===== src/rtl/lsu_mem_port.sv =====
// RV32I load/store unit: turns one decoded load/store into a word-aligned bus request
// and returns the extended load data, a store completion, or an access exception.
module lsu_mem_port #(
    parameter int unsigned XLEN   = 32,
    parameter int unsigned ADDR_W = 32
) (
    input  logic              clk,
    input  logic              rst_n,
    input  logic              in_valid,
    output logic              in_ready,
    input  logic              in_is_store,
    input  logic [1:0]        in_size,
    input  logic              in_unsigned,
    input  logic [ADDR_W-1:0] in_addr,
    input  logic [XLEN-1:0]   in_wdata,
    output logic              mem_req_valid,
    input  logic              mem_req_ready,
    output logic [ADDR_W-1:0] mem_addr,
    output logic              mem_we,
    output logic [3:0]        mem_be,
    output logic [XLEN-1:0]   mem_wdata,
    input  logic              mem_rsp_valid,
    input  logic [XLEN-1:0]   mem_rdata,
    output logic              done_valid,
    output logic [XLEN-1:0]   done_data,
    output logic              done_exc,
    output logic [ADDR_W-1:0] done_exc_addr
);

    typedef enum logic [2:0] {StIdle, StReq, StWaitRsp, StDone, StExc} state_e;

    state_e            r_state;
    state_e            w_state_d;
    logic              r_is_store;
    logic [1:0]        r_size;
    logic              r_unsigned;
    logic [ADDR_W-1:0] r_addr;
    logic [XLEN-1:0]   r_wdata;
    logic [XLEN-1:0]   r_ldata;

    logic              w_bad;
    logic [3:0]        w_be;
    logic [XLEN-1:0]   w_wdata;
    logic [7:0]        w_lane_byte;
    logic [15:0]       w_lane_half;
    logic [XLEN-1:0]   w_load;

    // Alignment is judged on the incoming request so EXC is entered straight from IDLE.
    always_comb begin
        w_bad = 1'b0;
        unique case (in_size)
            2'b00: w_bad = 1'b0;
            2'b01: w_bad = in_addr[0];
            2'b10: w_bad = (in_addr[1:0] != 2'b00);
            2'b11: w_bad = 1'b1;
        endcase
    end

    always_comb begin
        w_be    = 4'hF;
        w_wdata = r_wdata;
        unique case (r_size)
            2'b00: begin
                w_be    = 4'b0001 << r_addr[1:0];
                w_wdata = {4{r_wdata[7:0]}};
            end
            2'b01: begin
                w_be    = 4'b0011 << r_addr[1:0];
                w_wdata = {2{r_wdata[15:0]}};
            end
            default: begin
                w_be    = 4'hF;
                w_wdata = r_wdata;
            end
        endcase
    end

    always_comb begin
        w_lane_byte = mem_rdata[7:0];
        unique case (r_addr[1:0])
            2'b00: w_lane_byte = mem_rdata[7:0];
            2'b01: w_lane_byte = mem_rdata[15:8];
            2'b10: w_lane_byte = mem_rdata[23:16];
            2'b11: w_lane_byte = mem_rdata[31:24];
        endcase
        w_lane_half = r_addr[1] ? mem_rdata[31:16] : mem_rdata[15:0];
        unique case (r_size)
            2'b00:   w_load = {{24{w_lane_byte[7] & ~r_unsigned}}, w_lane_byte};
            2'b01:   w_load = {{16{w_lane_half[15] & ~r_unsigned}}, w_lane_half};
            default: w_load = mem_rdata;
        endcase
    end

    always_comb begin
        w_state_d     = r_state;
        in_ready      = 1'b0;
        mem_req_valid = 1'b0;
        mem_addr      = '0;
        mem_we        = 1'b0;
        mem_be        = 4'b0000;
        mem_wdata     = '0;
        done_valid    = 1'b0;
        done_data     = '0;
        done_exc      = 1'b0;
        done_exc_addr = '0;
        unique case (r_state)
            StIdle: begin
                in_ready = 1'b1;
                if (in_valid) w_state_d = w_bad ? StExc : StReq;
            end
            StReq: begin
                mem_req_valid = 1'b1;
                mem_addr      = {r_addr[ADDR_W-1:2], 2'b00};
                mem_we        = r_is_store;
                mem_be        = w_be;
                mem_wdata     = w_wdata;
                if (mem_req_ready) w_state_d = r_is_store ? StDone : StWaitRsp;
            end
            StWaitRsp: begin
                if (mem_rsp_valid) w_state_d = StDone;
            end
            StDone: begin
                done_valid = 1'b1;
                done_data  = r_ldata;
                w_state_d  = StIdle;
            end
            StExc: begin
                done_valid    = 1'b1;
                done_exc      = 1'b1;
                done_exc_addr = r_addr;
                w_state_d     = StIdle;
            end
            default: w_state_d = StIdle;
        endcase
    end

    always_ff @(posedge clk or negedge rst_n) begin
        if (!rst_n) begin
            r_state    <= StIdle;
            r_is_store <= 1'b0;
            r_size     <= 2'b00;
            r_unsigned <= 1'b0;
            r_addr     <= '0;
            r_wdata    <= '0;
            r_ldata    <= '0;
        end else begin
            r_state <= w_state_d;
            if (r_state == StIdle && in_valid) begin
                r_is_store <= in_is_store;
                r_size     <= in_size;
                r_unsigned <= in_unsigned;
                r_addr     <= in_addr;
                r_wdata    <= in_wdata;
                r_ldata    <= '0;
            end
            if (r_state == StWaitRsp && mem_rsp_valid) r_ldata <= w_load;
        end
    end

endmodule

===== config.mk =====
export PLATFORM = sky130hd
export DESIGN_NAME = lsu_mem_port
export DESIGN_NICKNAME = d
export VERILOG_FILES = /design/src/rtl/lsu_mem_port.sv
export SDC_FILE = /design/constraint.sdc
export NUM_CORES = 1
export LEC_CHECK = 0
export BUFFER_PORTS_ARGS = -buffer_cell sky130_fd_sc_hd__buf_4
export CORE_MARGIN = 10
export CORE_UTILIZATION = 44
export DETAILED_ROUTE_END_ITERATION = 10
export PLACE_DENSITY = 0.78
export SYNTH_ARGS = -nofsm -noshare
export SYNTH_HDL_FRONTEND = slang
export SYNTH_SLANG_ARGS = --single-unit

===== constraint.sdc =====
create_clock -name clk -period 1.7 [get_ports clk]
set_input_delay 0.085 -clock clk [delete_from_list [all_inputs] [get_ports clk]]
set_output_delay 0.085 -clock clk [all_outputs]
set_load 0.1 [all_outputs]

==> flow_metrics.py, run 1 <==
metrics = {
    "clock_network": {
        "cts_root_buf": "clkbuf_16",
        "clockBufferDepth": 2,
        "cts_inserted_buffers": 9,
        "cts_max_level": 3,
        "cts_sinks": 103,
    },
    "synthesis": {
        "synth-seq-cells": 103,
        "syn_inst": 700,
        "synthDistinctLibCells": 48,
        "avgSynthCellArea_sq_um": 8.295,
        "yosys_warnings": 0,
        "synth_edf_count": 0,
        "netlist_top_cells_area": "dfrtp_1 44%, nand2_1 15%, and2_1 11%",
        "syn_area_sq_um": 5807,
        "yosysSeqAreaShare": 0.4439,
        "synth_top_area_cell": "dfrtp_1",
        "yosys.area.top_type_share": 0.4439,
        "yosys_most_used_dff": "dfrtp_1",
        "async_flop_share": 1.000,
    },
    "timing": {
        "worst-ep-kind": "top-level output",
        "worst_endpoint": "done_exc_addr[15]",
    },
    "floorplan": {
        "die_x_um": 134.9,
        "ios": 242,
        "rows": 41,
        "start_util": 0.4546,
        "dieHeight_um": 134.9,
    },
    "place": {
        "hpwlAfterDp_um": 15330,
        "dpl-instance-area_sq_um": 8361,
        "finalWeightedCongestion": 0.8553,
        "io_buffer_count": 239,
    },
    "run_status": {
        "lastStage": "global routing",
        "error_line": "[ERROR DPL-0038] Utilization greater than 100%, impossible to legalize",
        "status": "stopped before the end",
    },
    "grt": {
        "grt_start_max_net_pins": 67,
    },
}
-- synthesized netlist by cell type, types with 2 or more instances --
| cell type | count |
|---|---|
| o21ai_1 | 4 |
| mux2_4 | 2 |
| a221o_1 | 16 |
| clkbuf_1 | 22 |
| a32o_1 | 6 |
| a22o_1 | 4 |
| mux2_2 | 5 |
| mux2i_1 | 23 |
| o22ai_1 | 8 |
| nor3_1 | 4 |
| buf_6 | 2 |
| nand2_1 | 235 |
| buf_4 | 4 |
| o21ai_0 | 8 |
| and3_1 | 5 |
| dfrtp_1 | 103 |
| or2_2 | 3 |
| nand2b_1 | 6 |
| and2_1 | 104 |
| buf_2 | 21 |
| buf_1 | 3 |
| o2bb2ai_1 | 5 |
| nor2_2 | 2 |
| o211ai_1 | 4 |
| a221oi_1 | 5 |
| nor2b_1 | 3 |
| inv_1 | 10 |
| a21oi_1 | 25 |
| mux2_1 | 2 |
| nand3_1 | 7 |
| nor2_1 | 32 |
-- stage by stage --
stage	worst slack (ns)	hold slack, ns	cells	utilization
2_1_floorplan	-0.3213	-0.2106	701	-
3_5_place_dp	0.05227	0.07918	1090	0.6545
3_3_place_gp	0.1034	0.08471	1090	0.6545
4_1_cts	-0.1453	0.0009202	1207	0.8572
-- timing repair --
item | in CTS
setup endpoints to repair | 134
gates resized for setup | 346
hold buffers | 84
pin swaps | 12
buffers inserted | 16
endpoints found under the hold margin | 114
gates cloned | 2
-- cell families after synthesis --
family,Yosys count,synth area share
flops,103,0.4439
buf+inv,64,0.05128
simple gates,407,0.3234
compound gates,93,0.1224
mux,32,0.05839
other cells,1,0.0006458
==> run 2, diff against run 1 <==
--- a/config.mk
+++ b/config.mk
@@ -7,9 +7,9 @@
 export LEC_CHECK = 0
 export BUFFER_PORTS_ARGS = -buffer_cell sky130_fd_sc_hd__buf_4
 export CORE_MARGIN = 10
-export CORE_UTILIZATION = 44
+export CORE_UTILIZATION = 30
 export DETAILED_ROUTE_END_ITERATION = 10
-export PLACE_DENSITY = 0.78
+export PLACE_DENSITY_LB_ADDON = 0.15
 export SYNTH_ARGS = -nofsm -noshare
 export SYNTH_HDL_FRONTEND = slang
 export SYNTH_SLANG_ARGS = --single-unit
==> constraint.sdc (replaced) <==
create_clock -name clk -period 2.2 [get_ports clk]
set_input_delay 0.11 -clock clk [delete_from_list [all_inputs] [get_ports clk]]
set_output_delay 0.11 -clock clk [all_outputs]
set_load 0.1 [all_outputs]
==> run 2 against run 1 <==
  * The run now ends clean
  * Synthesized cell count stayed put
  * Area after synthesis did not move
==> flow_metrics.py, run 2 <==
metrics = {
    "run_status": {
        "status": "complete, no violations",
    },
    "cells_and_area": {
        "drive_gt1_frac": 0.3267,
        "areaGrowthSynthToFinish_pct": 55.51,
        "reg_top3": "r_addr x32, r_ldata x32, r_wdata x32",
        "layout_commonest_cell": "buf_4",
        "nNetsFinal": 1098,
        "final_area_sq_um": 9030,
        "final_util": 0.4779,
        "final_cell_mix": "257 x buf_4, 234 x nand2_1, 101 x dfrtp_1",
    },
    "synthesis": {
        "syn_inst": 700,
        "yosysSeqAreaShare": 0.4439,
        "synth-simple-area-share": 0.3234,
        "yosys_most_used_dff": "dfrtp_1",
        "yosys.area.top_type_share": 0.4439,
        "synth_top_area_cell": "dfrtp_1",
        "synth_top_family_by_area": "simple AND/OR/NAND/NOR gates",
        "async_flop_share": 1.000,
        "synth_common_cells": "235 x nand2_1, 104 x and2_1, 103 x dfrtp_1, 32 x nor2_1, 25 x a21oi_1",
        "synthAdderAreaFrac": 0,
        "avgSynthCellArea_sq_um": 8.295,
        "synth-seq-cells": 103,
        "synth_compound_area_frac": 0.1224,
        "netlist_top_cells_area": "dfrtp_1 44%, nand2_1 15%, and2_1 11%",
        "synthDistinctLibCells": 48,
        "yosysMostFrequentCell": "nand2_1",
        "synth_edf_count": 0,
        "synth_xor_area_frac": 0,
        "syn_area_sq_um": 5807,
        "muxShareOfSynthArea": 0.05839,
        "yosys_warnings": 0,
    },
    "detailed_routing": {
        "viasPerCell": 4.678,
        "drt_iter0_markers": 315,
        "drtPass1Iterations": 5,
        "vias": 5894,
        "wl_um": 22160,
        "wl_per_cell_um": 17.59,
        "route.detailed.drc": 0,
        "ant_nets": 0,
    },
    "clock_network": {
        "cts_root_buf": "clkbuf_16",
        "cts_tree": "built",
        "clkSlewWorstSetupHoldPaths_ns": 0.07,
        "cts_inserted_buffers": 9,
        "clock_latency_ns": 0.35,
        "cts_sinks": 103,
        "cts_setup_buffers": 0,
        "clockBufferDepth": 2,
        "cts_max_level": 3,
    },
    "timing": {
        "fin_crit_ns": 2.045,
        "setup_tns_ns": 0,
        "setup_viol": 0,
        "tightest_slew_ns": 0.7561,
        "slew_violations": 0,
        "fmax_mhz": 489.1,
        "hold_viol": 0,
        "period_share": 0.9294,
        "grt_setup_unrepaired": "false",
        "slew_headroom": 0.4959,
        "fin_hold_ws_ns": 0.01670,
        "clock-skew-final_ns": 0.007881,
    },
    "job": {
        "cap_viol_max_count": 0,
    },
    "grt": {
        "grtUsageTotal": 0.1730,
        "grt_start_max_net_pins": 73,
        "antenna_found_initial": 2,
        "grt_first_pass_wirelength_um": 35950,
        "overflow": 0,
        "grt_pass1_vias": 6190,
    },
    "floorplan": {
        "die_x_um": 159.1,
        "die-area_sq_um": 25320,
        "rows": 50,
        "start_util": 0.3074,
        "dieHeight_um": 159.1,
        "coreArea_sq_um": 18890,
        "ios": 242,
    },
    "critical_path": {
        "path_max_fanout": 32,
        "worst-path-buf-inv": 3,
        "path_cells": "buf_4, nor3b_4, buf_12, and2_1, buf_4",
        "slowest_delay_ns": 0.39,
        "crit_type": "flip-flop to output pin",
        "critPathSlowestCell": "dfrtp_1",
        "cp-start-kind": "flip-flop",
        "path_common_cell": "buf_4",
        "cp_top_family": "buffers and inverters",
        "crit_path_end_kind": "output pin",
        "required_ns": 2.09,
        "arrival_ns": 1.93,
    },
    "pwr": {
        "cellPowerDensity_nw_per_um2": 1471,
        "report.power.total_w": 0.01328,
        "vdd_drop_max_mv": 0.8057,
        "p_leak_nw": 4.621,
    },
    "place": {
        "dpl-instance-area_sq_um": 7926,
        "io_buffer_count": 239,
        "finalWeightedCongestion": 0.8394,
        "hpwlAfterDp_um": 16340,
    },
    "min_path": {
        "min_path_type": "input pin to flip-flop",
    },
}
==> run 2: cell counts after synthesis <==
No cell type changed its count.
==> run 2: area by class of cell <==
class | count | area, sq um
Inverter | 11 | 43.79
Multi-Input combinational cell | 534 | 2992
Antenna cell | 2 | 5.005
Sequential cell | 103 | 2580
Clock inverter | 6 | 115.1
Fill cell | 1877 | 9863
Timing Repair Buffer | 334 | 2730
Tap cell | 260 | 325.3
Clock buffer | 10 | 239.0
==> run 2: worst paths after layout <==
path	startpoint	endpoint	slack (ns)	depth (start not counted)
max	r_state[1]	done_exc_addr[10]	0.16	5
min	mem_rdata[22]	r_ldata[22]	0.02	2
max reg2reg	r_addr[1]	r_ldata[4]	0.27	5
min reg2reg	r_wdata[30]	r_wdata[30]	0.48	2
max in group asynchronous	rst_n	r_ldata[3]	1.28	3
min in group asynchronous	rst_n	r_ldata[11]	0.23	2
==> run 2: stage by stage <==
stage	std cells	worst slack, ns
global route	1260	0.03044
CTS	1257	0.06577
detailed placement	1168	0.2677
global placement	1168	0.3202
finish	1260	0.1554
floorplan	701	-0.4975
==> run 2: per-layer routing <==
layer / share of wire / vias to the layer above / global-route usage
li1: - / 2892 / -
met1: 0.44 / 2787 / 0.2234
met2: 0.47 / 195 / 0.2774
met3: 0.071 / 20 / 0.04828
met4: 0.015 / 0 / 0.04676
met5: 0 / - / 0
==> run 2: logic make-up after synthesis <==
logic type,count (synthesis)
compound gates,93
buf+inv,64
flops,103
mux,32
other cells,1
simple gates,407
==> run 2: report_power, final <==
part | internal [W] | leakage, nW | switching, W | total (W)
logic | 0.00218 | 3.14 | 0.00568 | 0.00787
registers | 0.00273 | 1.31 | 0.000759 | 0.00349
clock network | 0.00115 | 0.170 | 0.000766 | 0.00192
total | 0.00607 | 4.62 | 0.00721 | 0.0133
==> run 2: timing repair <==
item,4_1_cts,5_1_grt
setup endpoints to repair,0,44
resized for setup,0,3
hold buffers,73,1
endpoints found under the hold margin,96,1
==> run 2: worst register-to-register path: cells and delay by family (launching register included) <==
kind                   cells  cell delay (ns)
buffers and inverters      1             0.37
DFF                        1             0.71
muxes                      1             0.38
AOI/OAI and AO/OA          2             0.29
and+or+nand+nor            1             0.07
No activity file was read; power rests on OpenSTA's default activity.
